<file path="src/rtl/clk_set_ctrl.sv">
`default_nettype none
// ============================================================================
//  Module : clk_set_ctrl
//  Brief  : Time-set sequencer for the RTC core. Turns the debounced
//           mode/up/down buttons into a minutes/seconds edit session with
//           auto-repeat and idle timeout, then writes both fields to the
//           clock core as two back-to-back single-cycle loads.
//  Rev    : 1.0  initial release
// ============================================================================
module clk_set_ctrl #(
  parameter int MAX_VAL     = 59,
  parameter int REPEAT_DLY  = 50000000,
  parameter int REPEAT_PER  = 10000000,
  parameter int TIMEOUT_CYC = 1000000000,
  parameter int CNT_W       = 32
) (
  input  logic       clk,
  input  logic       reset,
  input  logic       btn_mode,
  input  logic       btn_up,
  input  logic       btn_down,
  input  logic [5:0] cur_seconds,
  input  logic [5:0] cur_minutes,
  output logic       load,
  output logic [1:0] addrs,
  output logic [5:0] data_in,
  output logic       set_active,
  output logic [1:0] edit_field,
  output logic [5:0] edit_value
);

  localparam logic [1:0]       FIELD_SEC  = 2'b00;
  localparam logic [1:0]       FIELD_MIN  = 2'b01;
  localparam logic [5:0]       MAX_C      = 6'(MAX_VAL);
  // The repeat counter fires one cycle before it would reach REPEAT_DLY and
  // reloads so that the next fire lands exactly REPEAT_PER cycles later.
  localparam logic [CNT_W-1:0] RPT_FIRE   = CNT_W'(REPEAT_DLY - 1);
  localparam logic [CNT_W-1:0] RPT_RELOAD = CNT_W'(REPEAT_DLY - REPEAT_PER);
  localparam logic [CNT_W-1:0] TMO_LAST   = CNT_W'(TIMEOUT_CYC - 1);

  typedef enum logic [2:0] {
    IDLE       = 3'd0,
    EDIT_MIN   = 3'd1,
    EDIT_SEC   = 3'd2,
    COMMIT_MIN = 3'd3,
    COMMIT_SEC = 3'd4
  } state_t;

  state_t           state;
  logic             mode_q, up_q, down_q;
  logic [5:0]       edit_min, edit_sec;
  logic [CNT_W-1:0] rpt_cnt, tmo_cnt;

  function automatic logic [5:0] val_inc(input logic [5:0] v);
    return (v == MAX_C) ? 6'd0 : v + 6'd1;
  endfunction

  function automatic logic [5:0] val_dec(input logic [5:0] v);
    return (v == 6'd0) ? MAX_C : v - 6'd1;
  endfunction

  logic in_edit, mode_edge, up_edge, down_edge, held_one, any_btn;
  logic rpt_fire, step_up, step_dn, timeout_hit;

  assign in_edit     = (state == EDIT_MIN) || (state == EDIT_SEC);
  assign mode_edge   = btn_mode & ~mode_q;
  assign up_edge     = btn_up & ~up_q;
  assign down_edge   = btn_down & ~down_q;
  assign held_one    = btn_up ^ btn_down;
  assign any_btn     = btn_mode | btn_up | btn_down;
  assign rpt_fire    = held_one && (rpt_cnt == RPT_FIRE);
  // A mode edge changes state instead of stepping; up+down together never step.
  assign step_up     = in_edit & ~mode_edge & btn_up & ~btn_down & (up_edge | rpt_fire);
  assign step_dn     = in_edit & ~mode_edge & btn_down & ~btn_up & (down_edge | rpt_fire);
  assign timeout_hit = in_edit & ~any_btn & (tmo_cnt == TMO_LAST);

  // Button history for rising-edge detection.
  always_ff @(posedge clk) begin
    if (reset) begin
      mode_q <= 1'b0;
      up_q   <= 1'b0;
      down_q <= 1'b0;
    end else begin
      mode_q <= btn_mode;
      up_q   <= btn_up;
      down_q <= btn_down;
    end
  end

  // Auto-repeat counter: runs only while exactly one of up/down is held.
  always_ff @(posedge clk) begin
    if (reset || !in_edit || mode_edge || !held_one || up_edge || down_edge)
      rpt_cnt <= '0;
    else if (rpt_fire)
      rpt_cnt <= RPT_RELOAD;
    else
      rpt_cnt <= rpt_cnt + 1'b1;
  end

  // Idle timeout counter: any pressed button keeps the session alive.
  always_ff @(posedge clk) begin
    if (reset || !in_edit || any_btn || timeout_hit)
      tmo_cnt <= '0;
    else
      tmo_cnt <= tmo_cnt + 1'b1;
  end

  // Session FSM; outputs are registered for the state being entered.
  always_ff @(posedge clk) begin
    if (reset) begin
      state      <= IDLE;
      edit_min   <= 6'd0;
      edit_sec   <= 6'd0;
      load       <= 1'b0;
      addrs      <= 2'b00;
      data_in    <= 6'd0;
      set_active <= 1'b0;
      edit_field <= 2'b00;
      edit_value <= 6'd0;
    end else begin
      load <= 1'b0;
      case (state)
        IDLE: begin
          if (mode_edge) begin
            state      <= EDIT_MIN;
            edit_min   <= cur_minutes;
            edit_sec   <= cur_seconds;
            set_active <= 1'b1;
            edit_field <= FIELD_MIN;
            edit_value <= cur_minutes;
          end
        end
        EDIT_MIN: begin
          if (timeout_hit) begin
            state      <= IDLE;
            set_active <= 1'b0;
            edit_field <= 2'b00;
            edit_value <= 6'd0;
          end else if (mode_edge) begin
            state      <= EDIT_SEC;
            edit_field <= FIELD_SEC;
            edit_value <= edit_sec;
          end else if (step_up) begin
            edit_min   <= val_inc(edit_min);
            edit_value <= val_inc(edit_min);
          end else if (step_dn) begin
            edit_min   <= val_dec(edit_min);
            edit_value <= val_dec(edit_min);
          end
        end
        EDIT_SEC: begin
          if (timeout_hit) begin
            state      <= IDLE;
            set_active <= 1'b0;
            edit_field <= 2'b00;
            edit_value <= 6'd0;
          end else if (mode_edge) begin
            state      <= COMMIT_MIN;
            load       <= 1'b1;
            addrs      <= FIELD_MIN;
            data_in    <= edit_min;
            set_active <= 1'b0;
            edit_field <= 2'b00;
            edit_value <= 6'd0;
          end else if (step_up) begin
            edit_sec   <= val_inc(edit_sec);
            edit_value <= val_inc(edit_sec);
          end else if (step_dn) begin
            edit_sec   <= val_dec(edit_sec);
            edit_value <= val_dec(edit_sec);
          end
        end
        COMMIT_MIN: begin
          state   <= COMMIT_SEC;
          load    <= 1'b1;
          addrs   <= FIELD_SEC;
          data_in <= edit_sec;
        end
        COMMIT_SEC: state <= IDLE;
        default:    state <= IDLE;
      endcase
    end
  end

endmodule
`default_nettype wire

</file>
<file path="config.mk">
export PLATFORM = sky130hd
export DESIGN_NAME = clk_set_ctrl
export DESIGN_NICKNAME = d
export VERILOG_FILES = /design/src/rtl/clk_set_ctrl.sv
export SDC_FILE = /design/constraint.sdc
export NUM_CORES = 1
export LEC_CHECK = 0
export CAP_MARGIN = 15
export CORE_UTILIZATION = 50
export DETAILED_ROUTE_END_ITERATION = 10
export PLACE_DENSITY = 0.67
export SYNTH_ARGS = -nofsm -noshare
export SYNTH_HDL_FRONTEND = slang
export SYNTH_SLANG_ARGS = --single-unit
</file>
<file path="constraint.sdc">
create_clock -name clk -period 2.93 [get_ports clk]
set_input_delay 0.4395 -clock clk [delete_from_list [all_inputs] [get_ports clk]]
set_output_delay 0.4395 -clock clk [all_outputs]
set_load 0.01 [all_outputs]
</file>
Word-level counts from Yosys, hierarchy flattened
Cells that the tools add are included.
Operators by class
  add/subtract/negate cells: 6
  equality and inequality tests: 21
  muxes and demuxes: 45
  bitwise gates (word level): 24
  reductions and logical operators: 28
Operators with widths (count)
  two-way mux 6 bit: 20
  adder 32 x 1 -> 32 bit (second input constant): 2
  case mux 6 bit (2 select lines): 3
  equality test 32 x 26 -> 1 bit (second input constant): 1
  equality test 32 x 30 -> 1 bit (second input constant): 1
  two-way mux 26 bit: 1
  case mux 6 bit (3 select lines): 1
  two-way mux 3 bit: 5
  inequality test 2 bit (second input constant): 7
  adder 6 x 1 -> 6 bit (second input constant): 2
  AND 1 bit: 12
  equality test 6 bit (second input constant): 2
  logical NOT 6 bit: 2
  inequality test 3 bit (second input constant): 4
  case mux 3 bit (4 select lines): 1
  subtractor 6 x 1 -> 6 bit (second input constant): 2
  inequality test 5 bit (second input constant): 2
  AND reduction 5 bit: 2
  AND reduction 3 bit: 3
  logical OR 1 bit: 8
  two-way mux 2 bit: 4
  case mux 2 bit (2 select lines): 2
  AND reduction 4 bit: 2
  nonzero test 2 bit: 4
  14 further kinds: 31
Storage, ports and cells
  register bits after elaboration: 100
  input bits: 17
  output and inout bits: 18
  word-level logic and storage cells: 139

Depth between registers and ports, before layout
Gate-level depths: netlist (run 1).
  depth in word-level cells: 12
  gate-level depth with buffers: 9
  depth with buffers taken out: 8

Worst setup path after synthesis (run 1)
No wires, ideal clock.
  path type: register to register
  start point: register state[1]
  end point: register edit_value[3]
  setup time: 134 ps
  arrival: 2184 ps
  data required time: 2796 ps
  setup slack: 612 ps
  stages on the path, launching flop included: 10
  buffers on the path: 2
  clock period less this slack: 2318 ps
  path through: dfxtp_1 -> buf_4 -> xnor2_1 -> or4_4 -> nor4_4 -> nor2_2 -> buf_6 -> mux2_4 -> a211oi_2 -> a211oi_1
On the way
  word-level cells in the longest chain between the ends: 10
  elaborated cells between the ends (all ways): 25
  classes of those cells: 5 x eq/ne; 7 x mux; 9 x bitwise; 4 x reduce/logical
Ends and longest elaborated chain
  from (decl): RTL line 49  | state_t state;
  from (signal assigned): RTL line 111  | state <= IDLE;
  from (signal assigned): RTL line 125  | state <= EDIT_MIN;
  from (signal assigned): RTL line 135  | state <= IDLE;
  equality test 3 x 1 -> 1 bit or equality test 3 x 2 -> 1 bit (tied branches): RTL line 65, 122
  logical OR 1 bit: RTL line 65  | assign in_edit = (state == EDIT_MIN) || (state == EDIT_SEC);
  AND 1 bit: RTL line 73, 74
  AND 1 bit (3 in series): RTL line 73  | assign step_up = in_edit & ~mode_edge & btn_up & ~btn_down & (up_edge | rpt_fire);
  two-way mux 6 bit (on tied branches): RTL line 165, 143
  two-way mux 6 bit (on tied branches): RTL line 157, 139
  two-way mux 6 bit (on tied branches): RTL line 152, 134
  case mux 6 bit (3 select lines): RTL line 122  | case (state)
  to (signal assigned): RTL line 130  | edit_value <= cur_minutes;
  to (signal assigned): RTL line 167  | edit_value <= val_inc(edit_sec);
  to (signal assigned): RTL line 170  | edit_value <= val_dec(edit_sec);
  to (decl): RTL line 29  | output logic [5:0] edit_value
Parallel ways exist; a longest one is shown, timed or not.
A chain may end at the register's enable or synchronous reset.

Final worst setup path (run 1)
  start point: input port btn_down
  end point: register edit_value[2]
On the way
  word-level cells in the longest chain between the ends: 8
  elaborated cells between the ends (all ways): 25
  classes of those cells: 2 x eq/ne; 7 x mux; 14 x bitwise; 2 x reduce/logical
Ends and longest elaborated chain
  from (decl): RTL line 21  | input logic btn_down,
  XOR 1 bit: RTL line 69  | assign held_one = btn_up ^ btn_down;
  logical AND 1 bit: RTL line 71  | assign rpt_fire = held_one && (rpt_cnt == RPT_FIRE);
  bitwise OR 1 bit: RTL line 73
  AND 1 bit: RTL line 73
  two-way mux 6 bit (on tied branches): RTL line 165, 143
  two-way mux 6 bit (on tied branches): RTL line 157, 139
  two-way mux 6 bit (on tied branches): RTL line 152, 134
  case mux 6 bit (3 select lines): RTL line 122
Parallel ways exist; a longest one is shown, timed or not.

==> impl_metrics.toml, run 1 <==
[cts]
numCtsBuffers = 9
postCtsHoldBufs = 0
cts.reportedPaths.clkPinSlew_ns = 0.09
insertion_delay_ns = 0.37
clockBufferDepth = 2
cts_resized = 0
numClockSinks = 98
clockRootBuffer = "clkbuf_8"
post_cts_buffers = 0
tritoncts = "yes"
cts-htree-levels = 3

[critical_path]
required_ns = 3.22
crit_start = "btn_down"
r2r_slack_ns = 0.41
r2r-start = "rpt_cnt[16]"
r2r-end = "edit_value[1]"
reg2reg_depth = 7
end_kind = "flop"
path_class = "input pin to flop"
cp-start-kind = "input pin"
cp-endpoint = "edit_value[2]"
cp.arrival_ns = 2.85
critPathMaxFanout = 10

[timing]
final-setup-viol-count = 0
hold_violations = 0
hold_ws_ns = 0.473
setup_tns_ns = 0
grt_setup_unrepaired = "no"
slew_viol_final = 0
finClkSkew_ns = 0.0103
fin_crit_ns = 2.56
max_freq_mhz = 390
slew_headroom_pct = 39.7
fin_ws_ns = 0.369
period_share_pct = 87.4
worst_pin_slew_ns = 0.895

[die]
start_util_pct = 52.2
pin_count = 35
die_x_um = 104
core.rowCount = 36
die_h_um = 104
dieArea_um2 = 10700
core_area_um2 = 9860

[power]
leakage_nw = 1.97
power.density_nw_per_um2 = 450
irDropWorstVdd_mv = 0.241

[layout]
final_nets = 691
layout-drive-gt1-share_pct = 7.14
n_antenna_cell = 0
syn_to_final_growth_pct = 12.8
fin_util_pct = 58.9

[detailed_routing]
wl_per_cell_um = 15.7
wl_um = 12600
postRouteAntennaNets = 0
drt_pass1_iterations = 6
avgViaCountPerCell = 5.78
first_iter_violations = 280
num_vias = 4650
drc = 0

[logic_synthesis]
yosysSeqAreaShare_pct = 38.1
synthDistinctLibCells = 65
synth_flop_cell = "dfxtp_1"
synth_seq_cells = 98
synth_edf_count = 0
yosys.area.top_type = "dfxtp_1"
synth_top_cell_area_share_pct = 38.1
syn_area_um2 = 5150
yosys_warnings = 0
ys_top_cells_by_area = "dfxtp_1 (38%), nor2_1 (7.8%), xor2_1 (6.6%), xnor2_1 (4.8%), nand2_1 (4.5%)"
async_reset_ff_share_pct = 0
syn_avg_cell_area_um2 = 8.07
synth_cells = 638

[global_routing]
grt_pass1_vias = 4407
grt_pass1_wl_um = 21300
overflow = 0
antenna_found_initial = 0
grt_usage_pct = 24.1
grt_max_degree = 33

[place]
pre_cts_slack_ns = 0.00325
place_congestion = 0.926
numPortBuffers = 32
dp_hpwl_um = 9230

[worst_hold_path]
hp-class = "flop to flop"

[run_status]
status = "completed"

[run]
maxCapViolCount = 0
==> metrics by stage <==
stage,instances,power [mW],instance area [µm²]
after floorplan,639,1.71,5150
after global placement,790,1.84,5650
after detailed placement,790,1.84,5650
after CTS,805,2.62,5810
after global routing,805,2.72,5810
final,805,2.61,5810
==> worst min path at each step <==
stage / start / end / depth (start not counted) / slack [ns]
after floorplan: tmo_cnt[0] / tmo_cnt[0] / 1 / 0.43
after global placement: tmo_cnt[0] / tmo_cnt[0] / 1 / 0.44
after detailed placement: tmo_cnt[0] / tmo_cnt[0] / 1 / 0.46
after CTS: tmo_cnt[0] / tmo_cnt[0] / 1 / 0.48
after global routing: tmo_cnt[0] / tmo_cnt[0] / 1 / 0.50
final: tmo_cnt[0] / tmo_cnt[0] / 1 / 0.47
==> power breakdown <==
group / internal, mW / switching [mW]
logic: 0.178 / 0.221
clock network: 0.307 / 0.478
registers: 1.37 / 0.0599
total: 1.85 / 0.759
==> cell usage in the layout (no fill, tap or decap), types with 3 or more instances in the layout <==
| master | instances |
|---|---|
| clkdlybuf4s50_1 | 32 |
| xnor2_1 | 28 |
| dfxtp_1 | 98 |
| inv_1 | 15 |
| and3_1 | 13 |
| buf_4 | 18 |
| nand3_1 | 38 |
| xor2_1 | 39 |
| a211oi_1 | 5 |
| nand2_1 | 62 |
| o211ai_1 | 8 |
| and4_1 | 4 |
| a21oi_1 | 17 |
| mux2i_1 | 3 |
| clkbuf_8 | 9 |
| nor4b_1 | 4 |
| nor3_1 | 16 |
| o21ai_0 | 25 |
| nand4_1 | 10 |
| nor4_1 | 9 |
| nor2_1 | 107 |
| and2_1 | 6 |
| ha_1 | 6 |
| nand2b_1 | 8 |
| or3_1 | 7 |
| a311oi_1 | 18 |
| nor2b_1 | 7 |
| o22ai_1 | 4 |
| a22oi_1 | 3 |
==> area by class of cell <==
class                      instances  area [µm²]
clock buffer                      11         131
clock inverter                     4        28.8
fill                             884        4060
inverter                          15        56.3
multi-input combinational        493        2990
sequential                        98        1960
tap                              133         166
timing repair buffer              51         475
==> sequential cells by signal, summed over array words and instances, names as in the netlist, 3 cells and up <==
| signal | cells |
|---|---|
| state | 3 |
| rpt_cnt | 32 |
| edit_min | 6 |
| tmo_cnt | 32 |
| edit_sec | 6 |
| edit_value | 6 |
| data_in | 6 |
==> cells in the mapped netlist (all sizes together) (10+ instances only) <==
master	n
a21oi	19
a311oi	18
and3	13
buf	10
clkbuf	23
dfxtp	98
inv	15
nand2	62
nand3	39
nand4	10
nor2	109
nor3	17
nor4	11
o21ai	25
xnor2	28
xor2	39
==> cell families (layout without fill, tap and decap cells) <==
| kind of cell | after synthesis | count (layout) | share of synthesized area [%] |
|---|---|---|---|
| xor gates and xnor gates | 67 | 67 | 11.4 |
| AOI/OAI and AO/OA | 101 | 101 | 13.7 |
| adders and majority gates | 6 | 6 | 1.46 |
| muxes | 5 | 5 | 1.09 |
| buffers and inverters | 48 | 81 | 3.98 |
| DFF | 98 | 98 | 38.1 |
| and+or+nand+nor | 312 | 312 | 30.2 |
| other | 1 | 2 | 0.0728 |
==> critical path, cell delays in order <==
cell and delay [ns]:
clkdlybuf4s50_1 0.51, nand2b_1 0.23, or4_4 0.48, nor4_4 0.24, nor2_2 0.19, buf_4 0.18
mux2i_1 0.14, o211a_1 0.23, a211oi_1 0.20
==> per-layer routing <==
metal  up-vias  global-route usage, %  wire [µm]
li1       2296                      -          -
met3        27                   5.16        705
met5         -                      0          0
met4         0                   8.28        269
met1      2184                   32.6       5950
met2       143                   38.1       5690
Power figures use the tool's default switching activity.
==> run 2, diff against run 1 <==
Settings changed: CTS_BUF_LIST set to sky130_fd_sc_hd__clkbuf_16, CTS_CLUSTER_SIZE set to 24.
==> run 2 against run 1 <==
Effect of this change:
- clock skew shrank 0.0017 ns
- combinational power about the same
- count of clock-buffer cells in the layout is 2 lower
- hold slack worse by 0.0047 ns
- non-clock buffer count stayed put
- cell count stayed put
- first-iteration DRC count increased by 16%
==> impl_metrics.toml, run 2 (synthesis gave the netlist of run 1 again) <==
[die]
die_x_um = 104
pin_count = 35
core_area_um2 = 9860
start_util_pct = 52.2
core.rowCount = 36
die_h_um = 104
dieArea_um2 = 10700

[detailed_routing]
first_iter_violations = 324
num_vias = 4676
drc = 0
drt_pass1_iterations = 5
postRouteAntennaNets = 0
wl_per_cell_um = 15.7
avgViaCountPerCell = 5.81
wl_um = 12700

[layout]
top_regs = "rpt_cnt (32), tmo_cnt (32)"
layout_common_cells = "nor2_1 (107), dfxtp_1 (98), nand2_1 (62), xor2_1 (39), nand3_1 (38)"
layout_commonest_cell = "nor2_1"
layout-drive-gt1-share_pct = 7.14
final_nets = 691
stdcell_area_um2 = 5910
n_antenna_cell = 0
syn_to_final_growth_pct = 14.7

[cts]
clockBufferDepth = 2
numClockSinks = 98
tritoncts = "yes"
cts-htree-levels = 3
insertion_delay_ns = 0.34
numCtsBuffers = 9
post_cts_buffers = 0
clockRootBuffer = "clkbuf_16"
postCtsHoldBufs = 0
cts.reportedPaths.clkPinSlew_ns = 0.07
cts_resized = 0

[power]
power.density_nw_per_um2 = 493
irDropWorstVdd_mv = 0.331
leakage_nw = 2.03

[timing]
worst_pin_slew_ns = 0.909
final-setup-viol-count = 0
hold_violations = 0
setup_tns_ns = 0
slew_headroom_pct = 38.7
period_share_pct = 88.4
fin_crit_ns = 2.59
max_freq_mhz = 386
grt_setup_unrepaired = "no"
slew_viol_final = 0
finClkSkew_ns = 0.00854

[critical_path]
cp.arrival_ns = 2.85
r2r-start = "rpt_cnt[16]"
crit_start = "btn_down"
r2r_slack_ns = 0.41
cp.depth = 9
cp-start-kind = "input pin"
crit_slowest_cell = "clkdlybuf4s50_1"
crit_family = "simple AND/OR/NAND/NOR gates"
critPathBufInv = 2
path_class = "input pin to flop"
critPathMaxFanout = 10
required_ns = 3.19
r2r-end = "edit_value[1]"
end_kind = "flop"
path_cells = "clkdlybuf4s50_1 > nand2b_1 > or4_4 > nor4_4 > nor2_2 > buf_4 > mux2i_1 > o211a_1 > a211oi_1"
critical_path.max_stage_delay_ns = 0.51
reg2reg_depth = 7
cp-endpoint = "edit_value[2]"

[place]
numPortBuffers = 32
place_congestion = 0.926
dp_hpwl_um = 9230
place_area_um2 = 5650

[global_routing]
grt_usage_pct = 24.5
antenna_found_initial = 0
grt_max_degree = 33
overflow = 0
grt_pass1_wl_um = 21500
grt_pass1_vias = 4435

[worst_hold_path]
hp-class = "flop to flop"

[run_status]
status = "completed"

[run]
maxCapViolCount = 0
==> run 2: how the worst min path moves through the flow <==
stage,startpoint,endpoint,slack (ns),cells after the start
after floorplan,tmo_cnt[0],tmo_cnt[0],0.43,1
after global placement,tmo_cnt[0],tmo_cnt[0],0.44,1
after detailed placement,tmo_cnt[0],tmo_cnt[0],0.46,1
after CTS,tmo_cnt[0],tmo_cnt[0],0.47,1
after global routing,tmo_cnt[0],tmo_cnt[0],0.49,1
final,tmo_cnt[0],tmo_cnt[0],0.47,1
==> run 2: metal layers <==
metal,share of wire (%),GRT usage [%],vias up
li1,-,-,2306
met1,47,32.7,2178
met2,45,38.3,154
met3,5.4,5.29,38
met4,2.7,10.1,0
met5,0,0,-
==> run 2: report_power, final <==
group / total, mW / switching, mW / internal [mW] / leakage [nW]
combinational: 0.398 / 0.219 / 0.178 / 1.10
sequential: 1.43 / 0.0594 / 1.37 / 0.795
clock: 1.09 / 0.519 / 0.567 / 0.130
==> run 2: worst register-to-register path, stage by stage (launching register included) <==
cell	delay [ns]
dfxtp_1	0.37
nor4_1	0.45
nand4_1	0.16
or3_1	0.45
a21oi_2	0.36
xnor2_1	0.17
a222oi_1	0.32
a311oi_1	0.13
==> run 2: per-stage QoR <==
| stage | total power [mW] | setup WS (ns) | instances | hold slack, ns | util (%) |
|---|---|---|---|---|---|
| 3_5_place_dp | 1.84 | 0.00325 | 790 | 0.456 | 57.3 |
| 2_1_floorplan | 1.71 | 0.612 | 639 | 0.426 | - |
| 4_1_cts | 2.92 | 0.359 | 805 | 0.472 | 59.9 |
| 3_3_place_gp | 1.84 | 0.116 | 790 | 0.444 | 57.3 |
| 6_report | 2.91 | 0.341 | 805 | 0.468 | 59.9 |
| 5_1_grt | 3.03 | 0.227 | 805 | 0.490 | 59.9 |
==> run 2: cell type report <==
| class | count | area [µm²] |
|---|---|---|
| multi-input cells | 493 | 2990 |
| well taps | 133 | 166 |
| clock buffers | 9 | 225 |
| fillers | 874 | 3960 |
| clock inverters | 6 | 36.3 |
| flip-flops and latches | 98 | 1960 |
| repair buffers | 51 | 475 |
| inverters | 15 | 56.3 |
==> run 3, diff against run 2 <==
Settings changed: CTS_BUF_LIST sky130_fd_sc_hd__clkbuf_16 to not set.
==> results of run 3 <==
Same layout as run 1: the final DEF is identical, and so are final timing and power.
==> variant 1: new RTL, config.mk and constraints of run 2 <==
Reset style: asynchronous (`reset`), changed in 2 clocked blocks.
--- a/src/rtl/clk_set_ctrl.sv
+++ b/src/rtl/clk_set_ctrl.sv
@@ -77,3 +77,3 @@
   // Button history for rising-edge detection.
-  always_ff @(posedge clk) begin
+  always_ff @(posedge clk or posedge reset) begin
     if (reset) begin
@@ -108,3 +108,3 @@
   // Session FSM; outputs are registered for the state being entered.
-  always_ff @(posedge clk) begin
+  always_ff @(posedge clk or posedge reset) begin
     if (reset) begin
Check against the original RTL: differs if reset is asserted again (counterexample within 4 cycles, from zero or initial values and one cycle with reset high); with reset held inactive, the same outputs for 4 cycles.
==> variant 1 against run 2 <==
- cell area is 1.4% higher
- global-route usage is 1.2 points lower
- area after synthesis is 1.3% higher
- worst setup slack worse by 0.10 ns
- sequential cell count stayed put
- wire length is 4.7% lower
- non-clock buffer count is 3 lower
Power is not compared: it rests on default switching activity, and its combinational part moved more than twofold at a synthesized area within 25%.
==> variant 1: results (changes against run 2) <==
DRT Pass-1 Iters=4 (-1); peak supply drop=0.342 mV; CTS clock-pin slew for the worst setup and hold paths=0.07 ns (about the same); R2R cell count=8 (+1); n_diodes=0 (unchanged); IO buf count=32 (unchanged); Via density=5.62 (-3.2%); async set or reset register ratio after synthesis=34.7% (+35 points); top post-synthesis cells by area=dfxtp_1, dfrtp_1, nor2_1; clock root buffer=clkbuf_16; NumNets Final=669 (-3.2%); DP Worst Slack=0.0644 ns (+0.0611 ns); Clock Skews=0.00974 ns (+0.00120 ns); Initial DRC Count=194 (-40%); Antenna Violating Nets Remaining=0 (unchanged); Synth cell types=70 (+7.7%); largest net degree at the start of global routing=32 (-3.0%); WHS=0.374 ns (-0.0946 ns); EDFF count, synth=0 (unchanged); Leak Pwr=2.16 nW; DRT Wirelength=12100 um (-4.7%); first-pass GRT wire length=20400 um (-4.9%); worst setup path start=rpt_cnt[24]; CTS Buf Count=9 (unchanged); gr usage total=23.3% (-1.2 points); Final GP Congestion=0.944 (+2.0%); worst r2r dst=edit_sec[5]; clock tree buffer depth=2 (unchanged); register area share after synthesis=40.8% (+2.8 points); Post-synth top cells=nor2_1, dfxtp_1, nand2_1; fmax=372 MHz (-3.7%); Clock Sinks=98 (unchanged); vias in the first global route=4314 (-2.7%); r2r setup slk=0.24 ns (-0.17 ns); Max-Cap Viols=0 (unchanged); number of H-tree levels=3 (unchanged); status=completed; clk_lat worst skew=0.34 ns (about the same); slew margin rel.=58.3% (+20 points); Syn. warnings=0 (unchanged); WP data arrival=2.97 ns (+0.12 ns); initial antenna violation count=0 (unchanged); layout cells sized above 1=6.93% (-0.21 points); crit path max fanout=10 (unchanged); fill cell count=890 (+1.8%); Regs by FF count=rpt_cnt x32, tmo_cnt x32; Main synth FF type=dfxtp_1; Hold Path Class=in2async; DP HPWL=8690 um (-5.8%)
-- variant 1: power by group --
part           leakage, nW  internal, mW  total, mW  switching (mW)
combinational         1.09         0.733       1.60           0.872
clock                0.140         0.651       1.15           0.500
sequential           0.925          1.54       1.88           0.342
total                 2.16          2.92       4.63            1.71
-- variant 1: stage by stage --
| step | instance area [sq um] | std cells |
|---|---|---|
| after floorplan | 5220 | 615 |
| after global placement | 5700 | 766 |
| after detailed placement | 5700 | 766 |
| after CTS | 5990 | 782 |
| after global routing | 5990 | 782 |
| final | 5990 | 782 |
-- variant 1: final cells by class --
| cell class | count | area (sq um) | area share, % |
|---|---|---|---|
| clock inverter | 7 | 60.1 | 1.00 |
| sequential | 98 | 2130 | 35.6 |
| tap | 133 | 166 | 2.78 |
| timing repair buffer | 48 | 453 | 7.56 |
| clock buffer | 9 | 225 | 3.76 |
| inverter | 19 | 71.3 | 1.19 |
| multi-input combinational | 468 | 2880 | 48.1 |
-- variant 1: per-layer routing --
layer  GRT usage [%]  part of all wire, %
met1            30.8                   47
met2            38.0                   47
met3            3.57                  3.3
met4            9.59                  2.3
met5               0                    0
-- variant 1: logic make-up (layout without fill, tap and decap cells) --
family	Yosys count	in the layout	synth area share [%]
fa+ha+maj	8	8	1.92
buf+inv	49	83	4.10
flops	98	98	40.8
simple gates	272	272	25.7
other cells	1	2	0.0718
xor+xnor	65	65	10.9
compound gates	110	110	13.9
mux	11	11	2.54
-- variant 1: timing repair --
action	4_1_cts	5_1_grt
resized for setup	0	1
buffers inserted	0	0
endpoints found under the setup margin	0	2
-- variant 1: critical path: stages (launching register included) --
cell and delay (ns):
dfxtp_1 0.36, or4b_4 0.54, nor4_4 0.37, nand3_1 0.20, a21o_1 0.36, o21a_1 0.34, buf_4 0.19, a211oi_2 0.14
a21o_1 0.11
-- variant 1: worst max-delay path by stage --
stage	endpoint	slack, ns	depth (start not counted)
final	edit_sec[5]	0.24	8
after global routing	edit_sec[5]	0.12	8
after CTS	edit_value[2]	0.22	7
after detailed placement	edit_value[2]	0.06	8
after global placement	edit_value[2]	0.16	8
after floorplan	edit_value[2]	0.50	7
==> variant 2: new RTL, settings of run 2 <==
Without the edit above. Set the parameter `CNT_W` to 64 (it was 32).
--- a/src/rtl/clk_set_ctrl.sv
+++ b/src/rtl/clk_set_ctrl.sv
@@ -14,3 +14,3 @@
   parameter int TIMEOUT_CYC = 1000000000,
-  parameter int CNT_W       = 32
+  parameter int CNT_W       = 64
 ) (
Check against the original RTL: no difference found for any inputs over 4 cycles, from zero or initial values and one cycle with reset high; that may be too few to reach the edited logic, so the function may still have changed.
==> variant 2 against run 2 <==
- cell area grew 64%
- sequential cell count rose by 64
- first-iteration DRC count up 30%
- total power rose by 67%
- area after synthesis up 58%
- wire length grew 48%
- count of clock-buffer cells in the layout increased by 8
- worst setup slack got worse by 0.18 ns
- sequential share of layout area is 0.38 points higher
- largest cell class unchanged
==> variant 2: results (changes against run 2) <==
WL/cell=14.3 um (-9.0%); fill cell count=1455 (+66%); n_diodes=0 (unchanged); top post-synthesis cells by area=dfxtp_1, nor2_1, xor2_1; async set or reset register ratio after synthesis=0% (unchanged); layout cells sized above 1=11.2% (+4.1 points); WP data arrival=3.11 ns (+0.26 ns); Initial DRC Count=420 (+30%); status=completed; final worst slack=0.156 ns (-0.185 ns); hold depth=1 (unchanged); Signal buf overhead=8.99% (+0.94 points); DP HPWL=13200 um (+43%); clock buf count=17 (+8); Regs by FF count=rpt_cnt x64, tmo_cnt x64; Clock Skews=0.00998 ns (+0.00143 ns); number of non-clock inverters=30 (+15); CP top delay family=simple AND/OR/NAND/NOR gates; gr usage total=23.3% (-1.2 points); IO buf count=32 (unchanged); Hold Path Class=reg2reg; Via density=5.48 (-5.6%); Synth cell types=64 (-1.5%); crit path max fanout=12 (+2); peak supply drop=0.452 mV (+36%); R2R cell count=12 (+5); Max stage delay on crit path=0.42 ns (-0.09 ns); first-pass GRT wire length=31100 um (+45%); DP Worst Slack=-0.529 ns (-0.532 ns); worst-margin pin slew=0.947 ns (+0.0378 ns); slowest CP cell=nor4_4; comb_multi_in=774 (+57%); Clock Sinks=162 (+65%); vias in the first global route=6511 (+47%); Final GP Congestion=0.924 (-0.19%); Critical R2R Launch=rpt_cnt[33]; Worst Hold End=tmo_cnt[0]; register area share after synthesis=39.8% (+1.7 points); number of H-tree levels=4 (+1); nonclk buf count=100 (+96%); worst r2r dst=edit_sec[2]; NumNets Final=1108 (+60%); multi-input combinational area share=47.8% (-2.8 points); largest net degree at the start of global routing=46 (+39%); P_int=3.68 mW (+74%); clock root buffer=clkbuf_16; Post-synth top cells=dfxtp_1, nor2_1, nand2_1; clk_lat worst skew=0.43 ns (+0.09 ns); Leak Pwr=3.24 nW (+60%); clk cell area share=5.70% (+1.3 points); storage element area=3240 sq um (+65%)
[variant 2: cells by family (layout without fill, tap and decap cells)]
logic type,after synthesis,in the layout,share of synthesized area [%]
other cells,1,2,0.0461
mux,12,12,1.78
xor+xnor,103,103,11.1
fa+ha+maj,6,6,0.922
buf+inv,71,161,3.92
simple gates,501,501,31.2
compound gates,150,150,11.2
flops,162,162,39.8
[variant 2: stage by stage]
step,hold WS [ns],setup TNS [ns],area [sq um],instances
finish,0.464,0,9660,1313
global route,0.506,-0.0108,9660,1313
CTS,0.470,0,9630,1311
detailed placement,0.456,-7.27,9070,1280
global placement,0.446,-3.79,9070,1280
floorplan,0.422,0,8150,1007
[variant 2: timing repair]
action	in CTS	in global routing
hold endpoints to repair	0	0
endpoints found under the setup margin	6	8
resized for setup	1	4
buffers inserted	0	2
pin swaps	0	6
[variant 2: how the worst max path moves through the flow]
stage	from	end	cells after the start
final	rpt_cnt[33]	edit_sec[2]	12
after global routing	rpt_cnt[33]	edit_sec[2]	12
after detailed placement	btn_down	edit_min[1]	9
after global placement	btn_up	edit_min[1]	9
after floorplan	rpt_cnt[0]	edit_value[2]	9
after CTS	rpt_cnt[0]	edit_min[2]	9
[variant 2: layer usage]
metal,vias to the layer above,wire (um),global-route usage [%],share of wire (%)
met1,3332,9230,31.9,49
met5,-,0,0,0
met4,0,240,7.25,1.3
met3,22,811,5.04,4.3
met2,141,8520,36.6,45
li1,3703,-,-,-
[variant 2: power by group through the flow]
stage	clock, mW	sequential [mW]	combinational [mW]
after global routing	2.27	2.30	0.497
final	2.12	2.29	0.455
after global placement	0	2.34	0.442
after CTS	2.16	2.29	0.446
after floorplan	0	2.32	0.296
after detailed placement	0	2.34	0.442
